==> config.mk <==
export PLATFORM = sky130hd
export DESIGN_NAME = fifo_arbiter
export DESIGN_NICKNAME = d
export VERILOG_FILES = /design/src/rtl/fifo_arbiter.sv
export SDC_FILE = /design/constraint.sdc
export NUM_CORES = 1
export LEC_CHECK = 0
export ABC_CLOCK_PERIOD_IN_PS = 1800
export BUFFER_PORTS_ARGS = -buffer_cell sky130_fd_sc_hd__buf_4
export CORE_MARGIN = 2
export CORE_UTILIZATION = 43
export CTS_CLUSTER_SIZE = 20
export DETAILED_ROUTE_END_ITERATION = 8
export PLACE_DENSITY = 0.85
export SYNTH_ARGS = -nofsm -noshare
export SYNTH_HDL_FRONTEND = slang
export SYNTH_HIERARCHICAL = 1
export SYNTH_SLANG_ARGS = --single-unit
==> constraint.sdc <==
create_clock -name clk -period 1.8 [get_ports clk]
set_input_delay 0.09 -clock clk [delete_from_list [all_inputs] [get_ports clk]]
set_output_delay 0.09 -clock clk [all_outputs]
set_load 0.005 [all_outputs]
==> src/rtl/fifo_arbiter.sv <==
// fifo_arbiter: round-robin drain of four source FIFOs into one destination FIFO.
// One grant per edge at most. The granted word shows up on the source FIFO's
// buff_out one edge later, and it is pushed downstream on the edge after that.

// Per-queue eligibility cell.
module fifo_arbiter_lane (
  input  logic en_i,
  input  logic empty_i,
  input  logic popped_i,
  output logic elig_o
);
  // A queue popped on the previous edge still shows its old empty flag, so skip it.
  assign elig_o = en_i & ~empty_i & ~popped_i;
endmodule

module fifo_arbiter #(
  parameter  int DATA_SIZE = 6,
  localparam int N_QUEUES  = 4
) (
  input  logic                          clk,
  input  logic                          reset_L,
  input  logic [N_QUEUES-1:0]           enable,
  input  logic [N_QUEUES-1:0]           src_empty,
  input  logic [N_QUEUES*DATA_SIZE-1:0] src_data,
  input  logic                          dst_almost_full,
  input  logic                          dst_full,
  output logic [N_QUEUES-1:0]           pop,
  output logic                          push,
  output logic [DATA_SIZE-1:0]          data_out,
  output logic [1:0]                    state,
  output logic [15:0]                   push_count
);
  localparam int QW     = $clog2(N_QUEUES);
  localparam int STAGES = 2;

  typedef enum logic [1:0] {IDLE = 2'd0, RUN = 2'd1, DRAIN = 2'd2} state_e;

  state_e                          state_q, state_d;
  logic [N_QUEUES-1:0]             pop_q, pop_d;
  logic                            push_q, push_d;
  logic [DATA_SIZE-1:0]            data_q, data_d;
  logic [15:0]                     cnt_q, cnt_d;
  logic [QW-1:0]                   rr_q, rr_d;
  logic [STAGES:1]                 vld_pipe_q, vld_pipe_d;
  logic [STAGES:1][QW-1:0]         tag_pipe_q, tag_pipe_d;

  logic [N_QUEUES-1:0]             elig;
  logic [N_QUEUES-1:0][DATA_SIZE-1:0] src_words;
  logic                            bp, pend, hit, grant;
  logic [QW-1:0]                   gnt_idx, idx;

  assign src_words = src_data;
  assign bp        = dst_almost_full | dst_full;
  assign pend      = |vld_pipe_q;

  for (genvar i = 0; i < N_QUEUES; i++) begin : g_lane
    fifo_arbiter_lane u_lane (
      .en_i     (enable[i]),
      .empty_i  (src_empty[i]),
      .popped_i (pop_q[i]),
      .elig_o   (elig[i])
    );
  end

  // Round-robin pick: walk offsets high to low so the smallest offset from rr_q wins.
  always_comb begin
    hit     = 1'b0;
    gnt_idx = rr_q;
    idx     = rr_q;
    for (int i = N_QUEUES-1; i >= 0; i--) begin
      idx = rr_q + QW'(i);
      if (elig[idx]) begin
        hit     = 1'b1;
        gnt_idx = idx;
      end
    end
    grant = hit & ~bp;
  end

  // FSM next state; a grant is only ever issued when the next state is RUN.
  always_comb begin
    state_d = state_q;
    case (state_q)
      IDLE:    if (grant) state_d = RUN;
      RUN:     if (!grant) state_d = pend ? DRAIN : IDLE;
      DRAIN:   if (grant) state_d = RUN;
               else if (!pend) state_d = IDLE;
      default: state_d = IDLE;
    endcase
  end

  // Datapath next state: pop strobe, pointer, tag pipeline, push and counter.
  always_comb begin
    pop_d = '0;
    rr_d  = rr_q;
    if (grant) begin
      pop_d[gnt_idx] = 1'b1;
      rr_d           = gnt_idx + QW'(1);
    end
    vld_pipe_d = {vld_pipe_q[STAGES-1:1], grant};
    tag_pipe_d = {tag_pipe_q[STAGES-1:1], gnt_idx};
    push_d     = vld_pipe_q[STAGES];
    data_d     = data_q;
    cnt_d      = cnt_q;
    if (vld_pipe_q[STAGES]) begin
      data_d = src_words[tag_pipe_q[STAGES]];
      cnt_d  = cnt_q + 16'd1;
    end
  end

  // FSM state register.
  always_ff @(posedge clk) begin
    if (!reset_L) state_q <= IDLE;
    else          state_q <= state_d;
  end

  // Datapath registers; reset drops anything in flight.
  always_ff @(posedge clk) begin
    if (!reset_L) begin
      pop_q      <= '0;
      push_q     <= 1'b0;
      data_q     <= '0;
      cnt_q      <= '0;
      rr_q       <= '0;
      vld_pipe_q <= '0;
      tag_pipe_q <= '0;
    end else begin
      pop_q      <= pop_d;
      push_q     <= push_d;
      data_q     <= data_d;
      cnt_q      <= cnt_d;
      rr_q       <= rr_d;
      vld_pipe_q <= vld_pipe_d;
      tag_pipe_q <= tag_pipe_d;
    end
  end

  assign pop        = pop_q;
  assign push       = push_q;
  assign data_out   = data_q;
  assign state      = state_q;
  assign push_count = cnt_q;
endmodule

Word-level counts from Yosys, hierarchy flattened
Index checks and enable logic that the tools add are counted.
{ "classes": {"n_addsub": 5, "n_mul": 0, "div": 0, "n_lt_le_gt_ge": 7, "n_eq_ne": 5, "n_shift": 0, "muxes": 26, "n_bitwise": 19, "n_reduce_logical": 5} }
{ "ops": {"columns": ["op", "count"], "rows": [
  ["< comparator 2 x 3 -> 1 bit, second input constant", 6],
  ["2-to-1 mux 2 bit", 9],
  ["adder 16 x 1 -> 16 bit, second input constant", 1],
  ["binary-select mux 6 bit (select 2 bit)", 1],
  ["bitwise AND 1 bit", 9],
  ["2-to-1 mux 1 bit", 9],
  ["NOT 1 bit", 9],
  ["binary-select mux 1 bit (select 2 bit)", 4],
  ["2-to-1 mux 6 bit", 1],
  ["case mux 2 bit (3 select lines)", 1],
  ["adder 2 x 1 -> 2 bit, second input constant", 2],
  ["adder 2 bit, second input constant", 2],
  ["!= test 2 bit, second input constant", 2],
  ["!= test 3 bit, second input constant", 1],
  ["AND reduction 3 bit", 1],
  ["demux 1 bit (select 2 bit)", 1],
  ["equality test 2 x 1 -> 1 bit, second input constant", 1],
  ["equality test 2 bit, second input constant", 1],
  ["greater-or-equal comparator 2 x 1 -> 1 bit, second input constant", 1],
  ["zero test 2 bit", 1],
  ["AND reduction 2 bit", 1],
  ["OR reduction 2 bit", 1],
  ["logical AND 1 bit", 1],
  ["OR 1 bit", 1]
]} }
{ "word_totals": {"regBits": 37, "latchBits": 0, "mem_bits_rw": 0, "romBits": 0, "input_bits": 36, "wordCells": 76, "mem_count": 0} }

Depth between registers and ports, before layout
Gate-level depths: netlist (run 1).
{ "logic_depth": {"depth_word": 13, "depth_mapped": 7, "mapped_depth_nobuf": 7} }

By module
Netlist (run 1), hierarchy kept.
{ "modules_own_cells": {"columns": ["mod", "instances", "cells_each", "area_each_um2", "seq_area_each_um2"], "rows": [
  ["fifo_arbiter", 1, 163, 1626.6, 740.7],
  ["fifo_arbiter_lane", 4, 1, 12.5, 0.0]
]} }

Least setup slack after synthesis (run 1)
Ideal clock, no wire load.
{ "synth_timing": {"path_type": "reg-to-reg", "from": "reg pop_q[3] (netlist: pop[3])", "to": "reg rr_q[1]", "arrival_ps": 1689, "required_ps": 1672, "slack_ps": -17, "path_stages_with_launch": 8, "n_path_buf": 0, "synth_period_minus_slack_ps": 1817, "cell_sequence": "dfxtp_1 nor3b_2 nand2b_1 o21ai_0 a221oi_1 ha_1 mux2i_1 nor2_1"} }
{ "synth_between": {"elab_chain_cells": 9} }
{ "synth_lines": {"columns": ["item", "line_no", "rtl"], "rows": [
  ["from (decl)", "39", "logic [N_QUEUES-1:0] pop_q, pop_d;"],
  ["from (signal assigned)", "128", "pop_q <= pop_d;"],
  ["NOT 1 bit *", "13", "assign elig_o = en_i & ~empty_i & ~popped_i;"],
  ["bitwise AND 1 bit *", "13", null],
  ["via elig[3]", "47", "logic [N_QUEUES-1:0] elig;"],
  ["binary-select mux 1 bit (select 2 bit)", "72", "if (elig[idx]) begin"],
  ["2-to-1 mux 1 bit (not written as such)", "72", null],
  ["2-to-1 mux 2 bit (3 in a row)", "72", null],
  ["2-to-1 mux 2 bit *", "72", null],
  ["via gnt_idx[0]", "50", "logic [QW-1:0] gnt_idx, idx;"],
  ["adder 2 x 1 -> 2 bit *", "98", "rr_d = gnt_idx + QW'(1);"],
  ["to (signal assigned)", "132", "rr_q <= rr_d;"],
  ["to (decl)", "43", "logic [QW-1:0] rr_q, rr_d;"]
]} }
The timed path passes the listed nets; every way through them passes the cells marked *. The select of a mux whose other input is x is not followed.
A chain may end at the register's enable or synchronous reset.

Final worst setup path (run 1)
{ "layout_timing": {"from": "reg pop_q[1] (netlist: pop[1])", "to": "reg rr_q[1]"} }
Same word-level chain as after synthesis.

==> results of run 1 <==
cells by family after synthesis:
| logic type | after synthesis | share of synthesized area [%] |
|---|---|---|
| AOI/OAI and AO/OA | 20 | 7.090 |
| xor gates and xnor gates | 12 | 6.269 |
| DFF | 37 | 44.18 |
| adders and majority gates | 5 | 3.731 |
| buffers and inverters | 14 | 3.134 |
| muxes | 14 | 12.84 |
| and+or+nand+nor | 65 | 22.76 |
power by group through the flow:
stage / clock (mW) / combinational [mW] / sequential, mW
global route: 0.624 / 0.240 / 0.855
floorplan: 0 / 0.0957 / 0.864
detailed placement: 0 / 0.197 / 0.870
finish: 0.571 / 0.221 / 0.853
global placement: 0 / 0.191 / 0.869
CTS: 0.589 / 0.207 / 0.851
critical path, cell delays in order (launching register included):
cell and delay [ns]:
dfxtp_1 0.33, nor3b_4 0.29, a21oi_1 0.09, o22ai_1 0.18
o2bb2a_2 0.26, ha_1 0.30, mux2i_1 0.13, nor2_1 0.06
cells in the mapped netlist (all sizes together), types with 6 or more instances:
cell	count
nor4	6
and2	10
dfxtp	37
nor2	20
mux2i	8
mux4	6
xnor2	8
o21ai	6
a21oi	8
inv	10
sequential cells by signal, indices dropped and copies added (netlist names):
name,flops
data_out,6
pop,4
push,1
push_count,16
rr_q,2
state,2
tag_pipe_d,2
tag_pipe_q,2
vld_pipe_q,2
layout make-up:
cell class	instances	area [sq um]
inverter	10	37.54
clock buffer	7	86.33
multi-input combinational	116	938.4
fill	305	1244
sequential	37	742.0
timing repair buffer	81	608.1
tap	48	60.06
layer usage:
| metal | GRT usage, % | part of all wire, % | vias to the layer above |
|---|---|---|---|
| met3 | 6.644 | 5.8 | 4 |
| met2 | 31.87 | 52 | 40 |
| met5 | 0 | 0 | - |
| met1 | 20.77 | 41 | 686 |
| li1 | - | - | 754 |
| met4 | 4.847 | 0.75 | 0 |
through the flow:
step,TNS [ns],hold slack [ns]
2_1_floorplan,0,0.2086
3_3_place_gp,0,0.3592
3_5_place_dp,-0.05773,0.3572
4_1_cts,0,0.06297
5_1_grt,-0.1180,0.07809
6_report,0,0.06848
cell usage in the layout (no fill, tap or decap), types with 3 or more instances in the layout:
cell	count
and2_1	10
nand2_1	5
nor2_1	20
mux2i_1	8
buf_4	81
o21ai_0	5
xor2_1	4
nand4_1	3
dfxtp_1	36
nor3b_4	3
xnor2_1	8
nor3_1	4
mux4_2	6
or3_1	3
clkbuf_8	6
a21oi_1	8
inv_1	10
nor4_1	6
ha_1	5
nand3_1	4
worst paths after layout:
check / endpoint / start / cells past startpoint / slack (ns)
worst min-delay path: tag_pipe_d[2] / reset_L / 2 / 0.07
worst max-delay path: rr_q[1] / pop[1] / 7 / 0.04
worst min register to register: tag_pipe_q[3] / tag_pipe_d[3] / 1 / 0.44
worst max register to register: rr_q[1] / pop[1] / 7 / 0.04
repair_timing:
item	4_1_cts	5_1_grt
gates resized for setup	5	5
pin swaps	3	5
setup endpoints to repair	2	4
setup buffers	1	1
==> reports/results.ini, run 1 <==
[power]
pwr-share-clk_pct=34.7
switching_power_mw=0.3673
total_power_mw=1.645
seqPwrFrac_pct=51.9
netSwitchingFraction_pct=22.33
share_comb_of_total_power_pct=13.4
intPower_mw=1.277
p_leak_nw=1.047
max-vdd-ir-drop_mv=0.4504
pwr_density_cell_nw_per_um2=665.2

[clock_tree]
cts_tree=done
clk_pin_slew_ns=0.07
cts_hold_buf=0
cts_max_level=2
cts-buffers-inserted=5
clock_latency_ns=0.28
cts.path.max_buffers=2
clock_sinks=37
cts_root_buf=clkbuf_8

[timing]
fin_crit_sh_pct=97.67
layout_setup_ws_ns=0.04202
relSlewSlack_pct=70.18
fin_skew_ns=0.001946
period_minus_slack_ns=1.758
drv_slew=0
tightestPinTransition_ns=0.4432
fmax_mhz=568.8
hold_viol=0
rsz0062_at_grt=true
finalSetupViolCount=0

[setup_path]
required_ns=1.97
path_class=register to register
cp-end-kind=register
cp_max_fo=5
cp.arrival_ns=1.93
start_kind=register

[global_routing]
grt_max_degree=24
grt_pass1_wl_um=6099
gr-total-overflow=0
grt_antenna_before_repair=0
track_usage_pct=18.21
grt_pass1_vias=1416

[layout]
postLayoutCellArea_sq_um=2472
instances_no_fill=299
utilization_pct=66.53
post_route_cells_drive_above_1_share_pct=42.63
antenna_cells=0
area_growth_pct=47.46
final_nets=292

[routing]
final_antenna_net_count=0
vias_per_cell=4.963
drt-total-wl_um=3718
drt_iter0_drc=48
via_count=1484
post_drt_wl_per_cell_um=12.43
first_pass_iters=4
drc=0

[die]
die_area_sq_um=4414
die_w_um=66.44
die_h_um=66.44
core_sq_um=3716
start_util_pct=45.12
io_pins=65
rows=22

[synthesis]
yosys-top-cells-area=dfxtp_1 (44%), mux4_2 (8.1%), mux2i_1 (4.8%), nor2_1 (4.5%), xnor2_1 (4.2%)
synth_top_area_share_pct=44.18
ys_warn_count=6
synth_edf_count=0
syn_area_sq_um=1677
ys_seq_area_share_pct=44.18
yosysTopAreaCell=dfxtp_1
synth_nets=208
netlist_instances=167
synth_top_flop_cell=dfxtp_1
synth.distinct_cells=31
synth-async-reset-ratio_pct=0
ys_ff_latch=37
synth_area_per_cell_sq_um=10.04

[placed_design]
dpl_cell_area_sq_um=2321
numPortBuffers=64
placedCellCount=290
dp_slack_ns=-0.05661
hpwl_um=2740
place_congestion=0.7647

[run]
cap_violations=0

[worst_hold_path]
hp-class=input pin to register

[status]
status=finished clean

Power figures use the tool's default switching activity.
==> run 2, diff against run 1 <==
--- a/config.mk
+++ b/config.mk
@@ -7,6 +7,7 @@
 export LEC_CHECK = 0
 export ABC_CLOCK_PERIOD_IN_PS = 1800
 export BUFFER_PORTS_ARGS = -buffer_cell sky130_fd_sc_hd__buf_4
+export CORE_ASPECT_RATIO = 0.7
 export CORE_MARGIN = 2
 export CORE_UTILIZATION = 43
 export CTS_CLUSTER_SIZE = 20
==> run 2 against run 1 <==
Sequential cell count unchanged. Maximum frequency down 2.5%. Largest cell class unchanged. Critical endpoint unchanged. Final area up 1.5%. Hold slack worse by 0.0020 ns. Via count up 4.0%. Register-to-register slack worse by 0.05 ns. Clock-buffer cell count down 1. The flow now finishes with violations (negative setup slack). Combinational power up 8%. Sequential share of layout area down 0.38 points. Clock power down 3%.
==> reports/results.ini, run 2 (synthesis gave the netlist of run 1 again) <==
[status]
status=finished, violations left
violations=negative setup slack

[clock_tree]
cts_root_buf=clkbuf_8
cts_max_level=2
clk_pin_slew_ns=0.07
clock_latency_ns=0.29
cts.path.max_buffers=2
clock_sinks=37
cts_hold_buf=0
cts_tree=done
cts-buffers-inserted=5

[worst_hold_path]
whs_endpoint=tag_pipe_d[2]
min_from=reset_L
hp-class=input pin to register
whs_path_depth=2

[power]
seqPwrFrac_pct=51.8
pwr_density_cell_nw_per_um2=657.6
total_power_mw=1.650
switching_power_mw=0.4001
share_comb_of_total_power_pct=14.5
netSwitchingFraction_pct=24.25
intPower_mw=1.250
pwr-share-clk_pct=33.7
max-vdd-ir-drop_mv=0.4225
p_leak_nw=1.064

[global_routing]
grt_max_degree=24
grt_pass1_wl_um=6534
gr-total-overflow=0
grt_antenna_before_repair=0
track_usage_pct=18.92
grt_pass1_vias=1523

[routing]
via_count=1543
drt-total-wl_um=4279
post_drt_wl_per_cell_um=14.08
drc=0
final_antenna_net_count=0
first_pass_iters=4
vias_per_cell=5.076
drt_iter0_drc=43

[layout]
antenna_cells=0
layout_commonest_cell=buf_4
largest_reg_flops=16
final_nets=294
postLayoutCellArea_sq_um=2509
final_cell_mix=buf_4 (82), dfxtp_1 (35), nor2_1 (20), inv_1 (10), and2_1 (10)
area_growth_pct=49.63
utilization_pct=69.19
instances_no_fill=304
num-fill-cells=287
post_route_cells_drive_above_1_share_pct=44.49

[timing]
period_minus_slack_ns=1.804
relSlewSlack_pct=68.83
finalSetupViolCount=1
fin_crit_sh_pct=100.2
hold_viol=0
fin_skew_ns=0.008416
tightestPinTransition_ns=0.4633
drv_slew=0
rsz0062_at_grt=true
fmax_mhz=554.4
layout_setup_ws_ns=-0.003649

[run]
cap_violations=0

[setup_path]
path_class=register to register
cp-end-kind=register
slowest_delay_ns=0.34
cp_max_fo=4
r2r-end=rr_q[1]
start_kind=register
required_ns=1.97
r2r-start=pop[3]
reg2reg_depth=8
crit_slowest_cell=dfxtp_2
rrSetupSlack_ns=-0.004
cp.arrival_ns=1.97
path_cells=nor3b_4 > buf_4 > a21bo_2 > a21oi_2 > a221oi_4 > ha_1 > mux2i_1 > nor2_1

[placed_design]
hpwl_um=2987
place_congestion=0.8050
numPortBuffers=64
placedCellCount=291
dpl_cell_area_sq_um=2316

[die]
die_h_um=56.25
core_sq_um=3626
io_pins=65
start_util_pct=46.24
die_area_sq_um=4423
rows=18
die_w_um=78.64

## run 2: per-stage QoR
stage	setup TNS [ns]	hold WS, ns	setup WS, ns
2_1_floorplan	0	0.2086	0.1036
3_3_place_gp	0	0.3595	0.03025
3_5_place_dp	-0.09512	0.3530	-0.06889
4_1_cts	0	0.05116	0.006584
5_1_grt	-0.1012	0.06711	-0.07920
6_report	-0.003649	0.06648	-0.003649
## run 2: what timing repair did
action,4_1_cts,5_1_grt
setup buffers,3,3
pin swaps,3,5
gates resized for setup,2,13
setup endpoints to repair,3,4
## run 2: power by group through the flow
stage | registers, mW | logic [mW] | clock network (mW)
CTS | 0.853 | 0.210 | 0.563
global route | 0.857 | 0.257 | 0.602
finish | 0.855 | 0.239 | 0.556
detailed placement | 0.871 | 0.196 | 0
global placement | 0.870 | 0.188 | 0
floorplan | 0.864 | 0.0957 | 0
## run 2: area by class of cell
type | count | area, sq um | share of cell area (%)
sequential | 37 | 743.2 | 29.63
timing repair buffer | 83 | 626.9 | 24.99
inverter | 10 | 37.54 | 1.496
clock inverter | 2 | 10.01 | 0.3990
tap | 50 | 62.56 | 2.494
clock buffer | 6 | 72.57 | 2.893
multi-input combinational | 116 | 955.9 | 38.10
## run 2: worst max path at each step
stage                     startpoint      end  slack [ns]  cells after the start
after floorplan               pop[1]  rr_q[1]        0.10                      6
after global placement        pop[3]  rr_q[1]        0.03                      7
after detailed placement      pop[3]  rr_q[1]       -0.07                      7
after CTS                     pop[3]  rr_q[1]       0.007                      8
after global routing          pop[1]  rr_q[1]       -0.08                      6
final                         pop[3]  rr_q[1]      -0.004                      8
## run 2: worst max-delay path, delay by kind of cell, from the launching register on
family          cells  cell delay, ns
compound gates      3            0.49
buf+inv             1            0.15
simple gates        2            0.28
mux                 1            0.14
flops               1            0.34
fa+ha+maj           1            0.29
## run 2: routing by layer
| metal | vias to the layer above | track usage [%] | wire [um] |
|---|---|---|---|
| met4 | 0 | 6.767 | 48 |
| met5 | - | 0 | 0 |
| met1 | 731 | 23.08 | 1856 |
| met3 | 7 | 7.143 | 286 |
| li1 | 757 | - | - |
| met2 | 48 | 30.53 | 2086 |
==> run 3, diff against run 2 <==
--- a/config.mk
+++ b/config.mk
@@ -12,6 +12,7 @@
 export CORE_UTILIZATION = 43
 export CTS_CLUSTER_SIZE = 20
 export DETAILED_ROUTE_END_ITERATION = 8
+export MAX_ROUTING_LAYER = met4
 export PLACE_DENSITY = 0.85
 export SYNTH_ARGS = -nofsm -noshare
 export SYNTH_HDL_FRONTEND = slang
==> run 3 against run 2 <==
Sequential cell count did not move. Critical path type unchanged. Hold slack barely moved. Sequential power barely moved. Final cell count did not move. Power barely moved. Non-clock buffer count did not move. The flow still finishes with violations (negative setup slack).
==> reports/results.ini, run 3 (synthesis gave the netlist of run 1 again) <==
[timing]
layout_setup_ws_ns=-0.007857
fin_skew_ns=0.008935
relSlewSlack_pct=69.27
fin_tns_setup_ns=-0.007857
fin_crit_sh_pct=100.4
period_minus_slack_ns=1.808
finalSetupViolCount=1
hold_viol=0
fmax_mhz=553.1
drv_slew=0
rsz0062_at_grt=true
tightestPinTransition_ns=0.4567

[routing]
vias_per_cell=5.168
post_drt_wl_per_cell_um=14.21
drc=0
drt-total-wl_um=4321
first_pass_iters=4
final_antenna_net_count=0
via_count=1571
drt_iter0_drc=52

[clock_tree]
cts_hold_buf=0
cts_root_buf=clkbuf_8
cts_tree=done
clock_latency_ns=0.29
cts.path.max_buffers=2
cts_max_level=2
cts-buffers-inserted=5
clock_sinks=37
clk_pin_slew_ns=0.07

[layout]
postLayoutCellArea_sq_um=2509
final_cell_mix=buf_4 (82), dfxtp_1 (35), nor2_1 (20), inv_1 (10), and2_1 (10)
num-fill-cells=287
antenna_cells=0
largest_reg_flops=16
final_nets=294
post_route_cells_drive_above_1_share_pct=44.49
instances_no_fill=304
area_growth_pct=49.63
layout_commonest_cell=buf_4

[setup_path]
crit_family=compound AO/OA/AOI/OAI gates
r2r-start=pop[3]
cp_num_buf_inv=1
rrSetupSlack_ns=-0.008
crit_start=pop[3]
r2r-end=rr_q[1]
slowest_delay_ns=0.34
path_cells=nor3b_4 > buf_4 > a21bo_2 > a21oi_2 > a221oi_4 > ha_1 > mux2i_1 > nor2_1
cp.arrival_ns=1.97
crit_path_end=rr_q[1]
reg2reg_depth=8
start_kind=register
critical_path_cell_count=8
path_class=register to register
cp-end-kind=register
cp_max_fo=4
crit_slowest_cell=dfxtp_2
required_ns=1.97

[worst_hold_path]
hp-class=input pin to register

[die]
die_area_sq_um=4423
die_w_um=78.64
core_sq_um=3626
io_pins=65
start_util_pct=46.24
die_h_um=56.25
rows=18

[power]
max-vdd-ir-drop_mv=0.4220
total_power_mw=1.650
pwr_density_cell_nw_per_um2=657.7
p_leak_nw=1.064

[global_routing]
grt_pass1_vias=1525
track_usage_pct=19.42
grt_max_degree=24
grt_antenna_before_repair=0
grt_pass1_wl_um=6513
gr-total-overflow=0

[status]
status=finished, violations left
violations=negative setup slack

[placed_design]
dp_slack_ns=-0.06889
numPortBuffers=64
dpl_cell_area_sq_um=2316
hpwl_um=2987
place_congestion=0.8166
placedCellCount=291

[run]
cap_violations=0

[run 3: cell counts in the layout (fill, tap and decap cells not counted)]
Identical to the previous run, type by type.
[run 3: how the worst min path moves through the flow]
| stage | slack, ns | to | from | cells past startpoint |
|---|---|---|---|---|
| 2_1_floorplan | 0.21 | vld_pipe_q[1] | dst_almost_full | 1 |
| 3_3_place_gp | 0.36 | tag_pipe_d[2] | reset_L | 2 |
| 3_5_place_dp | 0.35 | tag_pipe_d[2] | reset_L | 2 |
| 4_1_cts | 0.05 | tag_pipe_d[2] | reset_L | 2 |
| 5_1_grt | 0.07 | tag_pipe_d[2] | reset_L | 2 |
| 6_report | 0.07 | tag_pipe_d[2] | reset_L | 2 |
[run 3: per-stage QoR]
stage,hold slack (ns),utilization (%)
after global placement,0.3595,63.87
after detailed placement,0.3530,63.87
final,0.06653,69.19
after global routing,0.06711,69.19
after floorplan,0.2086,-
after CTS,0.05116,67.12
[run 3: routing by layer]
layer  wire (um)  up-vias  share of wire (%)  GRT usage, %
li1            -      759                  -             -
met3         323        9                7.5         6.818
met1        1868      734                 43         23.18
met4          46        0                1.1         6.767
met5           0        -                  0             -
met2        2082       69                 48         30.53
[run 3: report_power, final]
part	internal [mW]	switching, mW	leakage, nW
logic	0.146	0.0943	0.718
registers	0.835	0.0196	0.300
clock network	0.268	0.286	0.0450
[run 3: repair_timing]
item,4_1_cts,5_1_grt
endpoints found under the setup margin,3,4
gates resized for setup,2,13
pin swaps,3,5
buffers inserted,3,3
[run 3: cell type report]
type / count / area, sq um / area share, %
timing repair buffer: 83 / 626.9 / 24.99
tap: 50 / 62.56 / 2.494
inverter: 10 / 37.54 / 1.496
multi-input combinational: 116 / 955.9 / 38.10
sequential: 37 / 743.2 / 29.63
clock inverter: 2 / 10.01 / 0.3990
clock buffer: 6 / 72.57 / 2.893
